## config.mk

```make
export PLATFORM = sky130hd
export DESIGN_NAME = board_state_reg
export DESIGN_NICKNAME = d
export VERILOG_FILES = /design/src/rtl/game_2048_pkg.sv /design/src/rtl/board_history.sv /design/src/rtl/board_state_reg.sv
export SDC_FILE = /design/constraint.sdc
export NUM_CORES = 1
export LEC_CHECK = 0
export CAP_MARGIN = 10
export CORE_MARGIN = 8
export CORE_UTILIZATION = 45
export DETAILED_ROUTE_END_ITERATION = 6
export PLACE_DENSITY_LB_ADDON = 0.05
export SLEW_MARGIN = 20
export SYNTH_ARGS = -nofsm -noshare
export SYNTH_HDL_FRONTEND = slang
export SYNTH_SLANG_ARGS = --single-unit
```

## constraint.sdc

```tcl
create_clock -name clk -period 15.77 [get_ports clk]
set_clock_uncertainty 0.2 [all_clocks]
set_input_delay 4.731 -clock clk [delete_from_list [all_inputs] [get_ports clk]]
set_output_delay 4.731 -clock clk [all_outputs]
set_load 0.02 [all_outputs]
```

## src/rtl/game_2048_pkg.sv

```systemverilog
// game_2048_pkg
//   Shared types and defaults for the 2048 board datapath.
//   DEF_N / DEF_TW / DEF_SW : default board side, tile width, FSM state width
//   tile_t / board_t        : one tile, and a full DEF_N x DEF_N board
//   init_board()            : reset board of default size, one seed tile
package game_2048_pkg;

   localparam int DEF_N        = 4;
   localparam int DEF_TW       = 12;
   localparam int DEF_SW       = 3;
   localparam int DEF_INIT_ROW = DEF_N - 1;
   localparam int DEF_INIT_COL = 0;
   localparam int DEF_INIT_VAL = 2;

   typedef logic [DEF_TW-1:0] tile_t;
   typedef tile_t [DEF_N-1:0][DEF_N-1:0] board_t;

   function automatic board_t init_board();
      board_t b;
      b = '0;
      b[DEF_INIT_ROW][DEF_INIT_COL] = tile_t'(DEF_INIT_VAL);
      return b;
   endfunction

endpackage

```

## src/rtl/board_history.sv

```systemverilog
// board_history
//   Bounded undo history: a LIFO kept in a ring of HDEPTH boards. When the
//   ring is full a push overwrites the oldest board, so the most recent
//   HDEPTH boards stay available.
//   clk, rst : clock, async active-high reset (clears pointer and count)
//   push     : store din at the write pointer
//   pop      : discard the most recent entry (dout shows it beforehand)
//   din      : board to store
//   dout     : most recent stored board (combinational read)
//   count    : number of boards available, saturates at HDEPTH
module board_history
   import game_2048_pkg::*;
#(
   parameter int N      = DEF_N,
   parameter int TW     = DEF_TW,
   parameter int HDEPTH = 4
) (
   input  logic                            clk,
   input  logic                            rst,
   input  logic                            push,
   input  logic                            pop,
   input  logic [N-1:0][N-1:0][TW-1:0]     din,
   output logic [N-1:0][N-1:0][TW-1:0]     dout,
   output logic [$clog2(HDEPTH+1)-1:0]     count
);

   localparam int PW = (HDEPTH > 1) ? $clog2(HDEPTH) : 1;
   localparam int CW = $clog2(HDEPTH+1);

   typedef logic [N-1:0][N-1:0][TW-1:0] brd_t;

   brd_t          mem [HDEPTH];
   logic [PW-1:0] wr_ptr;
   logic [PW-1:0] rd_ptr;

   function automatic logic [PW-1:0] ptr_inc(input logic [PW-1:0] p);
      return (p == PW'(HDEPTH-1)) ? '0 : p + PW'(1);
   endfunction

   function automatic logic [PW-1:0] ptr_dec(input logic [PW-1:0] p);
      return (p == '0) ? PW'(HDEPTH-1) : p - PW'(1);
   endfunction

   // The newest entry always sits just behind the write pointer.
   assign rd_ptr = ptr_dec(wr_ptr);
   assign dout   = mem[rd_ptr];

   // Storage carries no reset; count guards which entries are meaningful.
   always_ff @(posedge clk) begin
      if (push) mem[wr_ptr] <= din;
   end

   // Push wins if both are asserted; the parent never issues both.
   always_ff @(posedge clk or posedge rst) begin
      if (rst) begin
         wr_ptr <= '0;
         count  <= '0;
      end else if (push) begin
         wr_ptr <= ptr_inc(wr_ptr);
         if (count != CW'(HDEPTH)) count <= count + CW'(1);
      end else if (pop && count != '0) begin
         wr_ptr <= rd_ptr;
         count  <= count - CW'(1);
      end
   end

endmodule

```

## src/rtl/board_state_reg.sv

```systemverilog
// board_state_reg
//   Current-state register of the 2048 game: FSM state Q and board matrix_Q,
//   with load gating, committed-move counting and a bounded undo history.
//   clk, rst    : clock, async active-high reset (seeded board, counters 0)
//   D, matrix_D : next FSM state / next board, captured when load=1
//   load        : capture D and matrix_D this edge (beats undo)
//   commit      : load is a player move: push old board and count it,
//                 unless the board did not change
//   undo        : restore most recent history board (no effect if empty)
//   Q, matrix_Q : current state and board
//   changed     : one-cycle pulse, board altered by the last edge
//   moves       : committed move count, saturating, floored at 0 on undo
//   hist_count  : boards available for undo
//   undo_ok     : hist_count != 0 (combinational)
module board_state_reg
   import game_2048_pkg::*;
#(
   parameter int N        = DEF_N,
   parameter int TW       = DEF_TW,
   parameter int SW       = DEF_SW,
   parameter int HDEPTH   = 4,
   parameter int MCW      = 16,
   parameter int INIT_ROW = N - 1,
   parameter int INIT_COL = 0,
   parameter int INIT_VAL = 2
) (
   input  logic                            clk,
   input  logic                            rst,
   input  logic [SW-1:0]                   D,
   input  logic [N-1:0][N-1:0][TW-1:0]     matrix_D,
   input  logic                            load,
   input  logic                            commit,
   input  logic                            undo,
   output logic [SW-1:0]                   Q,
   output logic [N-1:0][N-1:0][TW-1:0]     matrix_Q,
   output logic                            changed,
   output logic [MCW-1:0]                  moves,
   output logic [$clog2(HDEPTH+1)-1:0]     hist_count,
   output logic                            undo_ok
);

   typedef logic [N-1:0][N-1:0][TW-1:0] brd_t;

   localparam logic [MCW-1:0] MOVES_MAX = {MCW{1'b1}};

   function automatic brd_t seed_board();
      brd_t b;
      b = '0;
      b[INIT_ROW][INIT_COL] = TW'(INIT_VAL);
      return b;
   endfunction

   localparam brd_t SEED = seed_board();

   logic differs;
   logic push;
   logic pop;
   brd_t hist_dout;

   // Whole-board compare; the FSM state plays no part in "did it move".
   assign differs = (matrix_D != matrix_Q);
   assign undo_ok = (hist_count != '0);
   assign push    = load & commit & differs;
   assign pop     = ~load & undo & undo_ok;

   board_history #(
      .N      (N),
      .TW     (TW),
      .HDEPTH (HDEPTH)
   ) u_history (
      .clk   (clk),
      .rst   (rst),
      .push  (push),
      .pop   (pop),
      .din   (matrix_Q),
      .dout  (hist_dout),
      .count (hist_count)
   );

   always_ff @(posedge clk or posedge rst) begin
      if (rst) begin
         Q        <= '0;
         matrix_Q <= SEED;
         changed  <= 1'b0;
         moves    <= '0;
      end else begin
         changed <= 1'b0;
         if (load) begin
            Q        <= D;
            matrix_Q <= matrix_D;
            changed  <= differs;
            if (push && moves != MOVES_MAX) moves <= moves + MCW'(1);
         end else if (pop) begin
            matrix_Q <= hist_dout;
            changed  <= 1'b1;
            if (moves != '0) moves <= moves - MCW'(1);
         end
      end
   end

endmodule

```

After elaboration in Yosys (flattened, before gate mapping)
Memory sizes are Yosys's and may differ from the RTL's. Index checks and enable logic that the tools add are counted.

Output and inout bits: 216. Bits in registers: 217. Memories kept: 1. Bits in writable memories: 768.

Memories: u_history.mem (words 4, bits a word 192, rd ports 1, clocked after Yosys merged registers in 0, write ports 1, RTL line board_history.sv:32) `brd_t mem [HDEPTH];`.

Add/sub/neg operators: 6. Bitwise gates (word level): 5. Reduce and logical (&&, ||, !) cells: 10. Mux-type cells: 17. Eq/ne operators: 6.

Operator list (number): $mux W192 (2); $ne A192 B192 Y1 (1); $mux W16 (4); $add A16 B1 Y16 const B (1); $ne A16 B16 Y1 const B (1); $reduce_bool A16 Y1 (1); $sub A16 B1 Y16 const B (1); $mux W3 (3); $mux W2 (4); $reduce_bool A2 Y1 (3); $and A1 B1 Y1 (4); $mux W1 (4); $ne A2 B1 Y1 const B (2); $add A3 B1 Y3 const B (1); $ne A3 B3 Y1 const B (1); $reduce_and A3 Y1 (1); $reduce_bool A3 Y1 (1); $sub A3 B1 Y3 const B (1); $add A2 B1 Y2 const B (1); $eq A2 B2 Y1 const B (1); $logic_and A1 B1 Y1 (2); $logic_not A2 Y1 (1); $reduce_and A2 Y1 (1); $sub A2 B1 Y2 const B (1); $not A1 Y1 (1).

Depth between registers and ports, before layout
Gate-level depths: netlist of run 1.

Word-level depth: 6. Depth in mapped cells: 12. Gate-level depth less buffers: 10.

Hierarchy
From an unflattened synthesis of run 1, not the netlist that was laid out.

Cell total of the unflattened synthesis: 3089. Area total of the unflattened synthesis: 41609.9 sq um.

Modules (own cells, without submodules): board_history (seq. area each 23187.2 sq um, times used 1, area an instance 29278.1 sq um, cells an instance 1850); board_state_reg (seq. area each 5306.3 sq um, times used 1, area an instance 12331.8 sq um, cells an instance 1239).

Worst setup path before layout of run 1
No wires, ideal clock.

Path type: input-to-reg. Start: in matrix_D[131] in the netlist's numbering. End: mem u_history.mem[3][0] in the netlist's numbering, enable pin. Path buffers: 1. Data required time: 14992 ps. Stages on the path: 7. Path slack: 4908 ps. Arrival: 10084 ps. Library setup time: 578 ps. Cell sequence: xor2_1 > nor4_1 > nand4_1 > nor4_4 > a311oi_1 > buf_2 > and2_1.

Cells in the longest elaborated chain, start to end: 4.

Ends and longest elaborated chain: from (decl) (RTL line board_state_reg.sv:30) `input logic [N-1:0][N-1:0][TW-1:0] matrix_D,`; $ne A192 B192 Y1 (RTL line board_state_reg.sv:61) `assign differs = (matrix_D != matrix_Q);`; $and A1 B1 Y1 (RTL line board_state_reg.sv:63) `assign push = load & commit & differs;`; $mux W1 (RTL line board_history.sv:50) `if (push) mem[wr_ptr] <= din;`; $mux W1 (implied by the code) (RTL line board_history.sv:50); to (decl) (RTL line board_history.sv:32).

No other way between the ends.

Final worst setup path of run 1
Start: in matrix_D[64] in the netlist's numbering. End: mem u_history.mem[0][8] in the netlist's numbering, enable pin.

Same word-level chain as after synthesis.

==> impl_metrics.ini, run 1 <==
[run_status]
status = complete, no violations

[routing]
first_iter_violations = 2333
top_layer_used = met5
viasPerCell = 5.91
antenna_left = 0
vias = 23214
wl_met2_um = 60500
dr.pass1.iters = 6
drt_drc_violations_left = 0
drt_wl_total_um = 125000
wl_per_cell_um = 31.7
wl_met1_um = 51600
dr_wl_met3_um = 9430

[worst_setup_path]
reg2reg_slack_ns = 10.42
worstSetupStartpoint = matrix_D[64]
critical_path.reg2reg.endpoint = u_history.mem[0][8]
r2r-start = matrix_Q[164]
cp-endpoint = u_history.mem[0][8]
cp-end-kind = flop
critPathKind = in2reg
arrival_ns = 9.57
cp.required_ns = 15.84
critPathLaunchType = input port
critPathMaxFanout = 62
reg2reg_depth = 9

[pwr]
p_leak_nw = 17.4
clockPowerShare = 0.266
switchingPower_w = 0.00309
p_int_w = 0.00625
p_comb_frac = 0.324
power_w = 0.00933
irDropWorstVdd_uv = 126
power.share.switching = 0.331
power_frac_seq = 0.410
cellPowerDensity_nw_per_um2 = 192

[timing]
slew_viol_final = 0
relSlewSlack = 0.167
worst_pin_slew_ns = 1.24
fin_crit_sh = 0.603
rsz0062_at_grt = no
fmax_mhz = 105
finalHoldViolCount = 0
fin_setup_tns_ns = 0
setup_viol = 0
period_needed_ns = 9.50

[placement]
place_area_um2 = 45200
place_congestion = 0.802
io_buffers = 415
dpl.hpwl_um = 80300

[cts]
clkLatencyLatePin_ns = 0.65
cts_tree = built
clk_path_buf_depth = 3
clk_pin_slew_ns = 0.06
h-tree-depth = 3
numCtsBuffers = 105
clockRootBuffer = clkbuf_16
cts_resized = 0
cts_setup_buffers = 0
clock-sinks = 985
hold_buffers = 0

[hold_path]
hold_path_class = reg2reg

[global_route]
grt_max_degree = 88
grt_pass1_wl_um = 178000
antenna_found_initial = 8
grt_pass1_vias = 23638
grt_use_total = 0.249
grt-ovfl-total = 0

[cells_and_area]
area_growth_syn_to_layout_pct = 22.6
layout_common_cells = edfxtp_1 (768), clkdlybuf4s50_1 (414), nand2_1 (218)
fin_area_um2 = 48700
drive_gt1_frac = 0.150
layout_commonest_cell = edfxtp_1
nNetsFinal = 2892
n_fill_cell = 7014

[floorplanning]
num_rows = 109
core_region_area_um2 = 88000
fp.dieArea_um2 = 98000
die-width_um = 313
initial_core_util = 0.451
fp.dieH_um = 313
ios = 416

[flow_run]
cap_violations = 0

[synth]
yosysUniqueCellTypes = 50
ys_warn_count = 0
syn-cell-area_um2 = 39700
synth-seq-cells = 985
syn-num-nets = 2454
yosysSeqAreaShare = 0.718
postSynthAreaPerCell_um2 = 17.8
syn_inst = 2234
==> area by class of cell <==
class | instances | area [um^2] | area share
flip-flops and latches | 985 | 28500 | 0.585
multi-input cells | 1113 | 10700 | 0.220
repair buffers | 453 | 4440 | 0.0913
clock buffers | 150 | 2990 | 0.0614
well taps | 1165 | 1460 | 0.0299
clock inverters | 46 | 494 | 0.0102
inverters | 14 | 62.6 | 0.00129
diodes | 4 | 10.0 | 0.000206
==> cell families (layout without fill, tap and decap cells) <==
group,count (synthesis),in the layout,synth area share
flip-flops,985,985,0.718
AND/OR/NAND/NOR,440,440,0.0540
AO/OA/AOI/OAI,250,250,0.0515
XOR/XNOR,206,206,0.0455
multiplexers,197,197,0.110
buffers and inverters,136,663,0.0141
adder cells (fa/ha/maj),20,20,0.00668
other,0,4,0
==> state kept, by name, indices dropped and copies added, names as in the netlist <==
register,count
u_history.mem,768
matrix_Q,192
moves,16
Q,3
u_history.count,3
u_history.wr_ptr,2
changed,1
==> critical path, cell delays in order <==
cell	delay [ns]
clkdlybuf4s50_1	0.59
xor2_1	0.64
nor4_1	0.29
nand4_1	0.24
nor4_4	0.08
a311oi_1	0.43
buf_4	0.26
and2_4	0.55
buf_4	0.70
buf_4	0.88
==> power groups by stage <==
stage               Combinational [W]  Sequential (W)  Clock [W]
detailed placement            0.00306         0.00388          0
CTS                           0.00308         0.00383    0.00252
global placement              0.00305         0.00384          0
finish                        0.00302         0.00383    0.00249
global route                  0.00321         0.00389    0.00262
floorplan                     0.00168         0.00399          0
==> layer usage <==
metal,GRT usage,up-vias
li1,-,9815
met1,0.347,12357
met2,0.402,887
met3,0.0547,149
met4,0.0605,6
met5,0,-
==> stage by stage <==
stage | setup WS [ns] | cells | util | hold slack [ns]
floorplan | 4.90 | 2234 | - | 0.395
global placement | 5.15 | 3729 | 0.513 | 0.289
detailed placement | 5.53 | 3730 | 0.514 | 0.310
CTS | 6.19 | 3926 | 0.553 | 0.323
global route | 6.15 | 3926 | 0.553 | 0.335
finish | 6.27 | 3930 | 0.553 | 0.315
==> synth_stat cells (all sizes together) <==
cell,count,area share
mux2,4,0.0012
o31ai,2,0.00038
buf,31,0.0042
a31oi,3,0.00047
fa,2,0.0010
mux4,192,0.11
a2bb2oi,1,0.00038
nor2,25,0.0024
clkbuf,91,0.0086
xnor2,4,0.00088
or3,6,0.00095
dfstp,1,0.00066
o21bai,2,0.00038
nand4,17,0.0027
ha,18,0.0057
a22o,1,0.00025
a22oi,105,0.020
o21a,1,0.00019
xor2,202,0.045
nor3,9,0.0011
and3,95,0.015
a2111o,1,0.00028
and4,1,0.00022
nand2,218,0.021
a211o,1,0.00022
a21o,3,0.00057
edfxtp,768,0.58
o21ai,8,0.0010
a221o,87,0.022
and2,4,0.00063
nand3,7,0.00088
o211ai,3,0.00069
nor4,58,0.0095
inv,14,0.0013
a311oi,1,0.00022
o32a,1,0.00025
a211oi,4,0.00076
mux2i,1,0.00025
dfrtp,216,0.14
a2111oi,2,0.00060
a21oi,24,0.0030
==> worst min path at each step <==
stage | depth (start not counted) | endpoint | slack [ns] | from
after floorplan | 0 | u_history.mem[0][145] | 0.40 | matrix_Q[145]
after global placement | 1 | Q[2] | 0.29 | Q[2]
after detailed placement | 1 | Q[2] | 0.31 | Q[2]
after CTS | 1 | Q[2] | 0.32 | Q[2]
after global routing | 1 | Q[2] | 0.33 | Q[2]
final | 1 | Q[2] | 0.32 | Q[2]
Note: power is estimated with default switching activity, not from simulation.
==> inputs of run 2 (changes only) <==
Clock period 15.77 ns to 9.3 ns, I/O delays scaled along.
==> run 2 against run 1 <==
Effect of this change:
- power increased by 68%
- first-iteration DRC count decreased by 6.3%
- flip-flop and latch count unchanged
- largest cell class unchanged
- count of clock-buffer cells in the layout decreased by 5
- clock power increased by 62%
- critical endpoint is now u_history.mem[2][98]
- combinational power increased by 71%
- cell count decreased by 0.15%
==> impl_metrics.ini, run 2 (same netlist as run 1, synthesis figures left out) <==
[floorplanning]
fp.dieH_um = 313
initial_core_util = 0.451
fp.dieArea_um2 = 98000
die-width_um = 313
ios = 416
core_region_area_um2 = 88000
num_rows = 109

[cells_and_area]
nNetsFinal = 2883
layout_common_cells = edfxtp_1 (768), clkdlybuf4s50_1 (414), nand2_1 (218)
n_fill_cell = 7006
area_growth_syn_to_layout_pct = 22.3
regMostFlops = u_history.mem
largest_reg_flops = 768
reg_top3 = u_history.mem: 768 flops, matrix_Q: 192 flops, moves: 16 flops
drive_gt1_frac = 0.146
layout_commonest_cell = edfxtp_1

[cts]
cts_setup_buffers = 0
clkLatencyLatePin_ns = 0.67
hold_buffers = 0
numCtsBuffers = 103
cts_tree = built
h-tree-depth = 3
clk_path_buf_depth = 3
cts_resized = 0
clk_pin_slew_ns = 0.06
clockRootBuffer = clkbuf_16
clock-sinks = 985

[worst_setup_path]
max_stage_delay_ns = 0.78
cp-end-kind = flop
crit_family = buffers and inverters
cp.required_ns = 9.37
arrival_ns = 7.04
critPathLaunchType = input port
worstPathCellList = clkdlybuf4s50_1 > xor2_1 > nor4_2 > nand4_1 > nor4_1 > buf_4 > a311oi_1 > and2_4 > buf_12
critPathKind = in2reg
path_buf_inv = 3
reg2reg_depth = 8
critPathMaxFanout = 115
reg2reg_slack_ns = 4.58
slowest_stage = xor2_1
worstSetupPathDepth = 9

[timing]
worst_pin_slew_ns = 1.16
period_needed_ns = 6.97
rsz0062_at_grt = no
fin_setup_tns_ns = 0
fin_crit_sh = 0.749
setup_viol = 0
finalHoldViolCount = 0
relSlewSlack = 0.230
fmax_mhz = 143
slew_viol_final = 0

[hold_path]
hold_path_class = reg2reg
whs_path_depth = 1

[placement]
place_congestion = 0.813
io_buffers = 415
dpl.hpwl_um = 78600

[global_route]
grt_use_total = 0.248
grt_max_degree = 127
antenna_found_initial = 7
grt_pass1_wl_um = 178000
grt_pass1_vias = 23723
grt-ovfl-total = 0

[pwr]
irDropWorstVdd_uv = 420
power_w = 0.0157
cellPowerDensity_nw_per_um2 = 323
p_leak_nw = 17.3

[routing]
drt_drc_violations_left = 0
viasPerCell = 5.87
drt_wl_total_um = 124000
first_iter_violations = 2187
antenna_left = 0
wl_per_cell_um = 31.7
vias = 23038
dr.pass1.iters = 5

[run_status]
status = complete, no violations

[flow_run]
cap_violations = 0
## run 2: cell count changes in the layout (fill, tap and decap cells not counted), moves of 2 or more
| cell | before | now |
|---|---|---|
| clkbuf_16 | 108 | 104 |
| bufinv_16 | 10 | 6 |
| clkinv_1 | 11 | 13 |
| buf_12 | 0 | 7 |
| buf_4 | 38 | 24 |
| clkinv_8 | 1 | 3 |
| clkinvlp_4 | 1 | 3 |
| clkbuf_8 | 14 | 11 |
| clkbuf_1 | 29 | 31 |
| clkinv_2 | 20 | 22 |
## run 2: per-stage QoR
step,hold WS (ns),instances,cell area (um^2),util,worst slack [ns]
final,0.311,3924,48500,0.552,2.33
after floorplan,0.395,2234,39700,-,0.376
after CTS,0.309,3919,48500,0.552,2.32
after detailed placement,0.295,3723,45200,0.514,1.64
after global routing,0.324,3920,48500,0.552,2.21
after global placement,0.292,3722,45200,0.514,1.51
## run 2: routing by layer
metal	global-route usage	vias to the layer above	share of wire
met5	0	-	0.000096
li1	-	9787	-
met2	0.401	822	0.48
met3	0.0529	132	0.069
met1	0.346	12295	0.42
met4	0.0615	2	0.022
## run 2: worst register-to-register path: cells and delay by family, from the launching register on
kind                   cells  cell delay [ns]
XOR/XNOR                   1             0.79
buffers and inverters      2             0.84
flip-flops                 1             0.47
AO/OA/AOI/OAI              1             0.64
AND/OR/NAND/NOR            4             1.18
## run 2: area by class of cell
cell class / instances / area, um^2 / share of cell area
tap: 1165 / 1460 / 0.0300
sequential: 985 / 28500 / 0.587
inverter: 14 / 62.6 / 0.00129
antenna: 5 / 12.5 / 0.000258
multi-input combinational: 1113 / 10700 / 0.221
clock buffer: 145 / 2860 / 0.0588
clock inverter: 51 / 457 / 0.00941
timing repair buffer: 446 / 4480 / 0.0922
## run 2: power by group
| group | switching [W] | internal (W) | total (W) |
|---|---|---|---|
| sequential | 0.000711 | 0.00577 | 0.00648 |
| combinational | 0.00284 | 0.00232 | 0.00516 |
| clock | 0.00173 | 0.00231 | 0.00404 |
| total | 0.00528 | 0.0104 | 0.0157 |
## run 2: worst paths after layout
check                                  start                    to
worst max register to register  matrix_Q[47]  u_history.mem[2][98]
min in group asynchronous                rst          matrix_Q[70]
worst max-delay path            matrix_D[47]  u_history.mem[2][98]
max in group asynchronous                rst         matrix_Q[103]
worst min-delay path                    Q[2]                  Q[2]
worst min register to register          Q[2]                  Q[2]
==> variant (settings of run 2) <==
`DEF_TW`: 12 -> 11.
--- a/src/rtl/game_2048_pkg.sv
+++ b/src/rtl/game_2048_pkg.sv
@@ -8,3 +8,3 @@
    localparam int DEF_N        = 4;
-   localparam int DEF_TW       = 12;
+   localparam int DEF_TW       = 11;
    localparam int DEF_SW       = 3;
Interface: changed (resized matrix_D and matrix_Q); port bits go from 416 to 384. The function was not compared with the original's and may differ.
==> variant against run 2 <==
Maximum frequency shrank 5.9%; global-route usage shrank 1.0 points; wire length shrank 11%; total power shrank 6.9%; setup slack lost 0.44 ns; synthesized area shrank 7.9%; sequential cell count shrank 80; cell area shrank 7.9%.
==> variant: results (changes against run 2) <==
| Metric | Value |
|---|---|
| Status | `finished clean` |
| Seq pwr | `5.99 mW (-7.6%)` |
| Post-synthesis compound-gate area fraction | `0.0523 (+0.000813)` |
| Regs by FF count | `u_history.mem: 704 flops, matrix_Q: 176 flops, moves: 16 flops` |
| Non-clock buffers, area share | `0.0910 (-0.00125)` |
| Met2 usage | `0.393 (-0.00780)` |
| GRT Total Usage | `0.238 (-0.0102)` |
| Metal3 WL | `7730 um (-9.5%)` |
| Fin nets | `2641 (-8.4%)` |
| Clk power | `3.78 mW (-6.4%)` |
| Slew headroom | `0.212 (-0.0177)` |
| Final clock-cell share | `0.0701 (+0.00189)` |
| Multi-input combinational cell count | `1017 (-8.6%)` |
| Fraction of area in multi-input gates | `0.222 (+0.00144)` |
| Hold endpoint | `Q[1]` |
| Layout cells sized above 1 | `0.155 (+0.00849)` |
| Mux cell area share after synthesis | `0.112 (+0.00110)` |
| Synth cell count leaders | `704 x edfxtp_1, 200 x dfrtp_1, 191 x nand2_1` |
| Sequential share of power | `0.410 (-0.003)` |
| FF-to-FF setup slack | `4.02 ns (-0.56 ns)` |
| Dpl hpwl | `70100 um (-11%)` |
| Syn_nets | `2248 (-8.4%)` |
| Largest net degree at the start of global routing | `125 (-1.6%)` |
| CP Max Fanout | `62 (-46%)` |
| Initial antenna violation count | `0 (-7)` |
| Met3 GRT Util | `0.0489 (-0.00408)` |
| Synth Area in XOR/XNOR | `0.0455 (+0.0000577)` |
| Wl on met1 | `45800 um (-13%)` |
| Register bit total from synthesis | `905 (-8.1%)` |
| Synthesized instance count | `2044 (-8.5%)` |
| Signal inverters | `12 (-2)` |
| Vias in the first global route | `21500 (-9.5%)` |
| Drt first pass iters | `7 (+2)` |
| Min-delay src | `Q[1]` |
| Fillcell total | `6323 (-9.7%)` |
| Main area contributors after synthesis | `edfxtp_1 58%, dfrtp_1 14%, mux4_2 11%` |
| Port buffer count | `383 (-7.7%)` |
| GP Congestion | `0.823 (+1.2%)` |
| GR Util met1 | `0.325 (-0.0207)` |
| Arr. time, crit path | `7.44 ns (+0.40 ns)` |
| Number of vias per cell | `5.87 (about the same)` |
variant: cell count changes after synthesis, sizes merged, moves of 7 or more:
| cell | before | now |
|---|---|---|
| a22oi | 105 | 89 |
| xnor2 | 4 | 172 |
| xor2 | 202 | 18 |
| nand4 | 17 | 50 |
| dfrtp | 216 | 200 |
| mux4 | 192 | 176 |
| nand2 | 218 | 191 |
| nor3 | 9 | 2 |
| clkbuf | 91 | 80 |
| nor4 | 58 | 18 |
| edfxtp | 768 | 704 |
| and3 | 95 | 88 |
variant: critical path, stage by stage:
cell and delay [ns]:
clkdlybuf4s50_1 0.44, xnor2_1 0.90, nand4_1 0.23, nor4_1 1.04, nand3_1 0.30, nor4_4 0.44, nor2b_2 0.17, and2_4 0.44
buf_4 0.53
variant: stage by stage:
stage | setup slack [ns] | utilization | area, um2
floorplan | 0.829 | - | 36600
global placement | 1.18 | 0.516 | 41600
detailed placement | 1.41 | 0.516 | 41600
CTS | 2.09 | 0.555 | 44700
global route | 1.90 | 0.555 | 44700
finish | 1.89 | 0.555 | 44700
